`config.mk`:
```
export PLATFORM = sky130hd
export DESIGN_NAME = dice_decoder
export DESIGN_NICKNAME = d
export VERILOG_FILES = /design/src/rtl/dice_pkg.sv /design/src/rtl/pattern_debounce.sv /design/src/rtl/dice_decoder.sv
export SDC_FILE = /design/constraint.sdc
export NUM_CORES = 1
export LEC_CHECK = 0
export CORE_ASPECT_RATIO = 1.75
export CORE_MARGIN = 10
export CORE_UTILIZATION = 56
export DETAILED_ROUTE_END_ITERATION = 10
export PLACE_DENSITY_LB_ADDON = 0.3
export SYNTH_ARGS = -nofsm -noshare
export SYNTH_HDL_FRONTEND = slang
export SYNTH_SLANG_ARGS = --single-unit
```
`constraint.sdc`:
```
create_clock -name Clock -period 2.14 [get_ports Clock]
set_clock_uncertainty 0.05 [all_clocks]
set_input_delay 0.428 -clock Clock [delete_from_list [all_inputs] [get_ports Clock]]
set_output_delay 0.428 -clock Clock [all_outputs]
set_load 0.05 [all_outputs]
```
`src/rtl/dice_pkg.sv`:
```
// Shared definitions for the 3x3 dice LED display: pattern width, the
// standard dice table and a table lookup used by encoder and decoder.
package dice_pkg;

  localparam int LED_W = 9;

  // Packing order, MSB first: {L11,L21,L31,L12,L22,L32,L13,L23,L33}
  localparam logic [0:7][LED_W-1:0] DICE_PATTERNS = '{
    9'b000_000_000,
    9'b000_010_000,
    9'b100_000_001,
    9'b100_010_001,
    9'b101_000_101,
    9'b101_010_101,
    9'b101_101_101,
    9'b111_101_111
  };

  typedef enum logic {
    OUT_EMPTY = 1'b0,
    OUT_FULL  = 1'b1
  } out_state_t;

  // Returns {hit, value}; value is 0 when the pattern is not in the table.
  function automatic logic [3:0] pattern_to_value(input logic [LED_W-1:0] p);
    logic [3:0] r;
    r = 4'h0;
    for (int i = 0; i < 8; i++) begin
      if (p == DICE_PATTERNS[i]) r = {1'b1, 3'(i)};
    end
    return r;
  endfunction

endpackage

```
`src/rtl/pattern_debounce.sv`:
```
// Two-flop synchroniser on the LED lines followed by a stability filter that
// strobes once per newly settled pattern (ignoring returns to the last one).
module pattern_debounce
  import dice_pkg::*;
#(
  parameter int STABLE_CYCLES = 4
) (
  input  logic             clk,
  input  logic             rst,
  input  logic [LED_W-1:0] lines,
  output logic [LED_W-1:0] cand,
  output logic             stable_event
);

  localparam logic [7:0] STABLE_MAX = 8'(STABLE_CYCLES);

  logic [LED_W-1:0] sync1;
  logic [LED_W-1:0] sync2;
  logic [LED_W-1:0] last;
  logic [7:0]       cnt;

  // Combinational so the output stage captures the result on the event edge.
  assign stable_event = (sync2 == cand) && (cnt == STABLE_MAX) && (cand != last);

  always_ff @(posedge clk) begin
    if (rst) begin
      sync1 <= '0;
      sync2 <= '0;
      cand  <= '0;
      last  <= '0;
      cnt   <= '0;
    end else begin
      sync1 <= lines;
      sync2 <= sync1;
      if (sync2 != cand) begin
        cand <= sync2;
        cnt  <= 8'd1;
      end else if (cnt != STABLE_MAX) begin
        cnt <= cnt + 8'd1;
      end
      if (stable_event) last <= cand;
    end
  end

endmodule

```
`src/rtl/dice_decoder.sv`:
```
// Receive side of the dice LED interface: debounces the nine lines, decodes
// each newly settled pattern and offers it over a valid/ready output.
module dice_decoder
  import dice_pkg::*;
#(
  parameter int STABLE_CYCLES = 4
) (
  input  logic       Clock,
  input  logic       Reset,
  input  logic       L11,
  input  logic       L12,
  input  logic       L13,
  input  logic       L21,
  input  logic       L22,
  input  logic       L23,
  input  logic       L31,
  input  logic       L32,
  input  logic       L33,
  input  logic       OutReady,
  output logic       OutValid,
  output logic [2:0] DiceValue,
  output logic       PatternError,
  output logic       Overrun
);

  // Handshake: a result transfers on an edge with OutValid=1 and OutReady=1;
  // while OutValid=1 and OutReady=0 the result is held unchanged, and a new
  // event arriving then is dropped and sets the sticky Overrun flag.

  logic [LED_W-1:0] lines;
  logic [LED_W-1:0] cand;
  logic             stable_event;
  logic [3:0]       decoded;

  out_state_t state, state_nxt;
  logic [2:0] value_q, value_nxt;
  logic       error_q, error_nxt;
  logic       overrun_q, overrun_nxt;

  assign lines = {L11, L21, L31, L12, L22, L32, L13, L23, L33};

  pattern_debounce #(
    .STABLE_CYCLES (STABLE_CYCLES)
  ) u_debounce (
    .clk          (Clock),
    .rst          (Reset),
    .lines        (lines),
    .cand         (cand),
    .stable_event (stable_event)
  );

  assign decoded = pattern_to_value(cand);

  always_comb begin
    state_nxt   = state;
    value_nxt   = value_q;
    error_nxt   = error_q;
    overrun_nxt = overrun_q;
    unique case (state)
      OUT_EMPTY: begin
        if (stable_event) begin
          state_nxt = OUT_FULL;
          value_nxt = decoded[2:0];
          error_nxt = ~decoded[3];
        end
      end
      OUT_FULL: begin
        if (stable_event && OutReady) begin
          value_nxt = decoded[2:0];
          error_nxt = ~decoded[3];
        end else if (stable_event) begin
          overrun_nxt = 1'b1;
        end else if (OutReady) begin
          state_nxt = OUT_EMPTY;
        end
      end
      default: state_nxt = OUT_EMPTY;
    endcase
  end

  always_ff @(posedge Clock) begin
    if (Reset) begin
      state     <= OUT_EMPTY;
      value_q   <= 3'd0;
      error_q   <= 1'b0;
      overrun_q <= 1'b0;
    end else begin
      state     <= state_nxt;
      value_q   <= value_nxt;
      error_q   <= error_nxt;
      overrun_q <= overrun_nxt;
    end
  end

  assign OutValid     = (state == OUT_FULL);
  assign DiceValue    = value_q;
  assign PatternError = error_q;
  assign Overrun      = overrun_q;

endmodule

```
==> results summary, run 1 <==
The library cell contributing the largest single delay on the critical path is sky130_fd_sc_hd__or4_4. The post-DP HPWL came out at roughly 2.8 mm. For flop-to-flop paths, the worst setup slack is between 0.15 and 0.2 ns. Setup repair after global routing left no endpoint under its margin. The worst setup path is captured at a flop. In this design, the stage delay of the slowest critical-path cell is 0.63 ns.

Setup violations remaining at the end of the flow were counted as 0. The height of the chip came out at ~100 um. The worst reg-to-reg path cell count is 7. The floorplan step defined a die boundary enclosing approximately 6600 um2. In this run the power density over the cells is ~700 nW/um2. The worst min-delay path category is flop to flop. The number of port buffers is 17. Along the worst hold path, the cell count comes to 1. The maximum fanout along the worst path is 10.

In this run the most used layer during global routing was met2. Counting instances in the post-synthesis netlist gives the leading cell types as sky130_fd_sc_hd__dfxtp_1 (50), sky130_fd_sc_hd__nor2b_1 (28), sky130_fd_sc_hd__nand3_1 (18). The routed design has about 3.6 mm of wire. The required arrival time at the worst endpoint came out at 2.27 ns. The final global-route overflow total came out at 0. The transition at the pin with the smallest max-transition slack came out at approximately 0.63 ns. In this run the most critical hold path is launched from u_debounce.sync1[5]$_SDFF_PP0_. The number of global-route vias before repair is roughly 1.5k.

The fraction of the cycle the final worst path needs is between 90 and 100%. The number of synthesized flops with an enable pin is 0. The worst-case IR drop observed on VDD is 0.0007371 V. The worst setup slack after layout is 0.1695 ns. The number of core rows is 29.

Measured along the x axis, the die boundary spans between 60 and 70 um. For this configuration, the core starts out at a cell density of ~57%. For this run, the leading register cell type out of synthesis is sky130_fd_sc_hd__dfxtp_1. The global-route wire length before repair is between 6 and 7 mm. The share of cells above drive strength 1 came out at about a tenth.

The post-synthesis instance area came out at roughly 2000 um2. The post-synthesis register bit count came out at 50. The data arrival at the endpoint of the critical path is between 2 and 2.5 ns. TritonCTS built the clock tree. The clock edge transition at the registers on the reported setup and hold paths is 0.09 ns. Yosys mapped the design onto 36 distinct sky130hd cell types. The number of DRC markers after the initial detailed-route iteration is 27. Hold is met by around 0.39 ns. The post-cts gate resize count is 0.

The cell total after placement is roughly 270. The number of nets still failing antenna checks after routing is 0. In the final routed layout, each cell accounts on average for 13.16 um. The number of buffers on the longest clock path came out at 2. The post-layout instance area came out at between 2000 and 2500 um2. The final core area utilization is roughly two thirds.

The number of setup buffers added after CTS is 0. The flow ran to the end, and the final reports show no timing, DRC or antenna violations. For met3 alone, demand over resource in global routing was under 10%. The critical path is of the flop to flop type. The hold-critical path endpoint is u_debounce.sync2[5]$_SDFF_PP0_.

The global routing met2 resource utilization came out at 21.08%. The layout has about 320 filler cells. The fraction of synthesis flops using an asynchronous set or reset pin is 0%. The reported leakage power is between 0.8 and 0.9 nW. The iteration count of the initial detailed-routing pass is 4.

The number of antenna cells inserted is 0. The synthesized net count is around 220. From synthesis to final layout, the design area changed by 15.70%. By area the synthesized netlist is led by sky130_fd_sc_hd__dfxtp_1 (49%), sky130_fd_sc_hd__nor2b_1 (8.6%), sky130_fd_sc_hd__xnor2_1 (6.0%), sky130_fd_sc_hd__xor2_1 (5.2%), sky130_fd_sc_hd__nand3_1 (4.4%). The number of warnings printed during yosys synthesis came out at 0. The most common cell in the synthesized netlist is sky130_fd_sc_hd__dfxtp_1. A synthesized cell averages between 9 and 10 um2. The pre-CTS setup slack is approximately 0.17 ns. The weighted congestion reported at the end of routability-driven placement is between 0.9 and 1. Buffers inserted during clock tree synthesis total 5. The H-tree generated during clock tree synthesis spans 2 levels.

The share of the Yosys chip area taken by registers is approximately 49%. The number of DRC violations after detailed routing is 0. The cell at the root of the clock tree is sky130_fd_sc_hd__clkbuf_8. The max-capacitance violation count came out at 0. The final hold violation count came out at 0. The clock sink total came out at 50. The all-layer global routing usage is about an eighth. The worst setup path is launched from a flop. The count of non-filler cells in the finished layout is roughly 280. The total of hold buffers inserted after clock tree synthesis came out at 0. The post-layout net count is ~240. The area fraction of the dominant cell type after synthesis is between 40% and 50%.

The number of max-slew violations in the final report came to 0. The total power draw came out at 1.652 mW. The cell taking the most area after synthesis is sky130_fd_sc_hd__dfxtp_1. The total via count after detailed routing came out at 1,477.

The critical register-to-register path endpoint is u_debounce.last[4]$_SDFFE_PP0P_. The total placed instance area came out at 2266 um2. The routed design could run at a clock period as short as between 1.5 and 2 ns. The signal on the critical path passes through inv_1 -> ha_1 -> and4bb_4 -> nand2_4 -> or4_4 -> o21ai_1 -> a21oi_1.

The worst slew slack as a fraction of its limit came out at 57.51%. The via-per-instance ratio is approximately 5.3. The core area is approximately 3600 um2. The pin count of the biggest net entering global routing is 38. The startpoint identified for the worst register-to-register timing path is u_debounce.cnt[0]$_SDFFE_PP0P_. Clock latency on the worst-skew pair, taken at its later pin, is about 0.30 ns.

The summed negative setup slack over all endpoints came out at 0 ns. Global routing consumed, on the met1 layer, between 10% and 20% of the routing resources. The number of antenna violations at the first check in global routing is 0.

The maximum achievable frequency came out at just over 500 MHz. The number of instances in the synthesized netlist came out at 210. The count of pins on the block boundary is 18.
[how the worst max path moves through the flow]
| stage | from | to | slack (ns) | cells after the start |
|---|---|---|---|---|
| after floorplan | u_debounce.cnt[0]$_SDFFE_PP0P_ | u_debounce.last[3]$_SDFFE_PP0P_ | 0.27 | 8 |
| after CTS | u_debounce.cnt[0]$_SDFFE_PP0P_ | u_debounce.last[8]$_SDFFE_PP0P_ | 0.16 | 7 |
| after detailed placement | u_debounce.cnt[0]$_SDFFE_PP0P_ | u_debounce.last[8]$_SDFFE_PP0P_ | 0.17 | 7 |
| after global routing | u_debounce.cnt[0]$_SDFFE_PP0P_ | u_debounce.last[4]$_SDFFE_PP0P_ | 0.07 | 7 |
| after global placement | u_debounce.cnt[0]$_SDFFE_PP0P_ | u_debounce.last[5]$_SDFFE_PP0P_ | 0.24 | 7 |
| final | u_debounce.cnt[0]$_SDFFE_PP0P_ | u_debounce.last[4]$_SDFFE_PP0P_ | 0.17 | 7 |
[registers in the layout (all words and copies together), names as in the netlist]
signal	flops
u_debounce.sync1	9
OutValid	1
PatternError	1
u_debounce.cnt	8
DiceValue	3
u_debounce.last	9
u_debounce.cand	9
u_debounce.sync2	9
Overrun	1
[where the power goes]
part,internal [mW],switching (mW)
Clock,0.260,0.294
Sequential,0.952,0.0167
Combinational,0.0598,0.0692
Total,1.27,0.380
[cells in the final DEF, fill, tap and decap left out, types with 2 or more instances in the layout]
master / count
sky130_fd_sc_hd__dfxtp_1: 50
sky130_fd_sc_hd__nor2b_1: 28
sky130_fd_sc_hd__nand3_1: 18
sky130_fd_sc_hd__clkdlybuf4s50_1: 17
sky130_fd_sc_hd__a21oi_1: 15
sky130_fd_sc_hd__xnor2_1: 14
sky130_fd_sc_hd__xor2_1: 12
sky130_fd_sc_hd__o21ai_1: 9
sky130_fd_sc_hd__nand2_1: 8
sky130_fd_sc_hd__nor2_1: 8
sky130_fd_sc_hd__clkbuf_8: 6
sky130_fd_sc_hd__buf_4: 6
sky130_fd_sc_hd__nand4_1: 4
sky130_fd_sc_hd__o21ai_0: 4
sky130_fd_sc_hd__inv_1: 3
sky130_fd_sc_hd__nor3_1: 2
sky130_fd_sc_hd__nor4_1: 2
sky130_fd_sc_hd__and2_1: 2
sky130_fd_sc_hd__mux2i_1: 2
sky130_fd_sc_hd__and4_1: 2
sky130_fd_sc_hd__ha_1: 2
[layout make-up]
type | instances | area [um2] | share of cell area [%]
flip-flops and latches | 50 | 1001 | 42.40
multi-input cells | 147 | 980.9 | 41.55
repair buffers | 23 | 215.2 | 9.115
clock buffers | 6 | 82.58 | 3.498
well taps | 46 | 57.56 | 2.438
clock inverters | 2 | 12.51 | 0.5299
inverters | 3 | 11.26 | 0.4769
[cell families (layout without fill, tap and decap cells)]
logic type / count (synthesis) / count (layout) / share of synthesized area [%]
flip-flops: 50 / 50 / 49.05
AND/OR/NAND/NOR: 84 / 84 / 25.51
XOR/XNOR: 26 / 26 / 11.16
adder cells (fa/ha/maj): 2 / 2 / 1.226
AO/OA/AOI/OAI: 32 / 32 / 8.645
buffers and inverters: 13 / 34 / 2.882
multiplexers: 3 / 3 / 1.533
[worst max-delay path, delay by kind of cell (launching register included)]
family                   cells  cell delay [ns]
AO/OA/AOI/OAI                2             0.24
adder cells (fa/ha/maj)      1             0.14
buffers and inverters        1             0.08
flip-flops                   1             0.37
AND/OR/NAND/NOR              3             0.96
[per-layer routing]
layer,up-vias,wire length (um)
li1,751,-
met1,676,1480
met2,39,1905
met3,11,135
met4,0,125
met5,-,0
(Power assumes the default switching activity.)
==> run 2, diff against run 1 <==
--- a/config.mk
+++ b/config.mk
@@ -9,6 +9,7 @@
 export CORE_MARGIN = 10
 export CORE_UTILIZATION = 56
 export DETAILED_ROUTE_END_ITERATION = 10
+export GPL_ROUTABILITY_DRIVEN = 0
 export PLACE_DENSITY_LB_ADDON = 0.3
 export SYNTH_ARGS = -nofsm -noshare
 export SYNTH_HDL_FRONTEND = slang
==> results of run 2 <==
No change in the layout: final DEF, timing and power equal those of run 1.
==> run 3, diff against run 2 <==
--- a/config.mk
+++ b/config.mk
@@ -7,7 +7,8 @@
 export LEC_CHECK = 0
 export CORE_ASPECT_RATIO = 1.75
 export CORE_MARGIN = 10
-export CORE_UTILIZATION = 56
+export CORE_UTILIZATION = 60
+export CTS_CLUSTER_SIZE = 24
 export DETAILED_ROUTE_END_ITERATION = 10
 export GPL_ROUTABILITY_DRIVEN = 0
 export PLACE_DENSITY_LB_ADDON = 0.3
==> constraint.sdc (replaced) <==
create_clock -name Clock -period 2.55 [get_ports Clock]
set_clock_uncertainty 0.05 [all_clocks]
set_input_delay 0.51 -clock Clock [delete_from_list [all_inputs] [get_ports Clock]]
set_output_delay 0.51 -clock Clock [all_outputs]
set_load 0.05 [all_outputs]
==> run 3 against run 2 <==
Net effect: die area decreased by 5.0%; combinational power shrank 16%; first-iteration DRC count increased to 3.7 times the previous value; routed wire length rose by 13%; non-clock buffer count decreased by 3; worst setup slack better by 0.34 ns; highest routed layer unchanged; final cell count fell by 1.4%.
==> results summary, run 3 (same netlist as run 1, synthesis figures left out) <==
The longest clock path from root to sink contains 2 buffers. The number of DRC violations after detailed routing is 0. The all-layer global routing usage is 13.70%. Walking the worst path, the cells encountered are clkdlybuf4s50_1. The die footprint is just over 6000 um2. The worst setup path is launched from a flop. The iteration count of the initial detailed-routing pass came out at 4. The type of the worst setup path is flop to primary output. The longest individual stage delay on the worst path is between 0.8 and 0.9 ns.

Data on the critical path is required at its endpoint by between 1.5 and 2 ns. Leaving out fill and tap cells, the most frequent cell in the layout is sky130_fd_sc_hd__dfxtp_1. Summed over all failing endpoints, the final setup total negative slack is 0 ns. The maximum fanout along the worst path is 2. In this run the horizontal extent of the chip is ~64 um.

IR analysis of the VDD net gives a maximum drop of a little under 0.0007 V. The number of DRC markers after the initial detailed-route iteration came out at 100. In the layout the commonest cells are sky130_fd_sc_hd__dfxtp_1 (50), sky130_fd_sc_hd__nor2b_1 (28), sky130_fd_sc_hd__nand3_1 (18). In the final routed layout, each cell accounts on average for roughly 15 um. The slowest stage of the critical path belongs to the cell sky130_fd_sc_hd__clkdlybuf4s50_1. The buffer and inverter count on the worst path came out at 1. The final critical path takes up between 80% and 90% of the cycle. The relative contribution of the clock network to total power came out at between 30% and 40%. The maximum achievable frequency is around 490 MHz. The number of core rows is 28.

The total power draw is around 1.4 mW. In this run, post-CTS repair resized a total of 0 instances. The cell total after placement came out at 265. The core area came out at 3328 um2.

The number of global-route vias before repair came out at approximately 1.5k. The transition at the pin with the smallest max-transition slack is roughly 0.65 ns. The max-capacitance violation count is 0. The switching part of the total power is about a quarter. The initial core utilization came out at between 60 and 70%. The count of non-filler cells in the finished layout is about 270. In the final layout, flip-flops and latches occupy about 1000 um2. The min-delay analysis places its worst path in the category flop to flop. The final number of setup-violating endpoints came out at 0. The height of the chip came out at just under 100 um. The count of pins on the block boundary came out at 18. The kind of cell adding the most delay to the critical path is buffers and inverters. For this design, the CTS-stage hold fixing added 0 buffers.

The total via count after detailed routing came out at roughly 1.5k. Summed over all cells, the static leakage comes to approximately 0.87 nW. The data arrival at the endpoint of the critical path came out at approximately 1.5 ns. The global-route wire length before repair is slightly below 7 mm. The layout overhead on the synthesized area is 14.10%. The clock edge transition at the registers on the reported setup and hold paths came out at roughly 0.08 ns. The number of max-slew violations in the final report is 0. The number of antenna violations at the first check in global routing is 0. The critical path capture point type is a primary output. The flow ran to the end, and the final reports show no timing, DRC or antenna violations. The total CTS buffers is 5. The time the final worst path needs with I/O delays and setup is about 2 ns. The part of the total power dissipated in sequential elements is between 50% and 60%. The final hold violation count is 0.

Fill cells in the final layout number ~260. The multi-input combinational cell area came out at ~980 um2. Measured against its own limit, the worst slew margin works out to 56.24%. Using the TritonRoute via totals, the vias-per-cell ratio works out to 5.557. The internal power component came out at between 1 and 1.5 mW. The H-tree generated during clock tree synthesis spans 2 levels. The later-pin clock latency in the skew report is 0.31 ns. The number of buffers added for setup after CTS is 0.

The pin count of the biggest net entering global routing came out at 41. The number of antenna cells inserted is 0. The number of port buffers is 17. The post-layout net count is 241. The TritonCTS clock tree is built.

The clock sink total is 50. The detail route stage leaves a number of antenna-violating nets equal to 0. Summed over all layers, the global routing overflow is 0. The total net switching power came out at about 0.33 mW. Clock tree synthesis selected as its root buffer the cell sky130_fd_sc_hd__clkbuf_8.

The final routed wirelength across all metal layers is slightly above 4 mm. Cells with a size suffix above 1 make up under 10% of the layout. Setup repair after global routing left no endpoint under its margin. The combinational cell fraction of total power is approximately 7.8%.

The post-DP HPWL is ~3 mm. Power spread over the standard cell area amounts to around 590 nW/um2.
-- run 3: cell types whose count changed in the layout (fill, tap and decap cells not counted) --
| cell | before | now |
|---|---|---|
| sky130_fd_sc_hd__buf_4 | 6 | 3 |
| sky130_fd_sc_hd__clkbuf_1 | 0 | 1 |
| sky130_fd_sc_hd__clkbuf_8 | 6 | 5 |
| sky130_fd_sc_hd__clkinv_4 | 0 | 1 |
| sky130_fd_sc_hd__clkinvlp_4 | 1 | 0 |
-- run 3: power by group through the flow --
| stage | clock network, mW | registers (mW) | logic [mW] |
|---|---|---|---|
| 6_report | 0.447 | 0.815 | 0.108 |
| 5_1_grt | 0.481 | 0.818 | 0.117 |
| 4_1_cts | 0.456 | 0.815 | 0.107 |
| 3_5_place_dp | 0 | 0.833 | 0.106 |
| 3_3_place_gp | 0 | 0.833 | 0.102 |
| 2_1_floorplan | 0 | 0.828 | 0.0736 |
-- run 3: worst paths after layout --
path | from | endpoint | slack (ns) | depth (start not counted)
worst max register to register | u_debounce.cnt[0]$_SDFFE_PP0P_ | u_debounce.last[8]$_SDFFE_PP0P_ | 0.55 | 7
worst max-delay path | Overrun$_SDFFE_PP0P_ | Overrun | 0.51 | 1
worst min-delay path | u_debounce.sync1[4]$_SDFF_PP0_ | u_debounce.sync2[4]$_SDFF_PP0_ | 0.39 | 1
worst min register to register | u_debounce.sync1[4]$_SDFF_PP0_ | u_debounce.sync2[4]$_SDFF_PP0_ | 0.39 | 1
-- run 3: cell type report --
cell class                 count  area share [%]
sequential                    50           42.99
clock inverter                 2          0.5911
tap                           45           2.418
clock buffer                   6           3.117
timing repair buffer          20           8.275
inverter                       3          0.4836
multi-input combinational    147           42.13
-- run 3: metal layers --
layer,track usage [%],wire length [um]
met1,12.67,1526
met4,7.953,129
met5,0,0
met3,4.157,201
met2,25.02,2257
-- run 3: through the flow --
step	area (um2)	setup WS, ns	util (%)	hold WS, ns
after global routing	2328	0.4392	69.96	0.4128
final	2328	0.5081	69.96	0.3919
after global placement	2242	0.6101	67.37	0.3678
after floorplan	2041	0.6833	-	0.3638
after CTS	2328	0.4859	69.96	0.3956
after detailed placement	2242	0.5546	67.37	0.3751
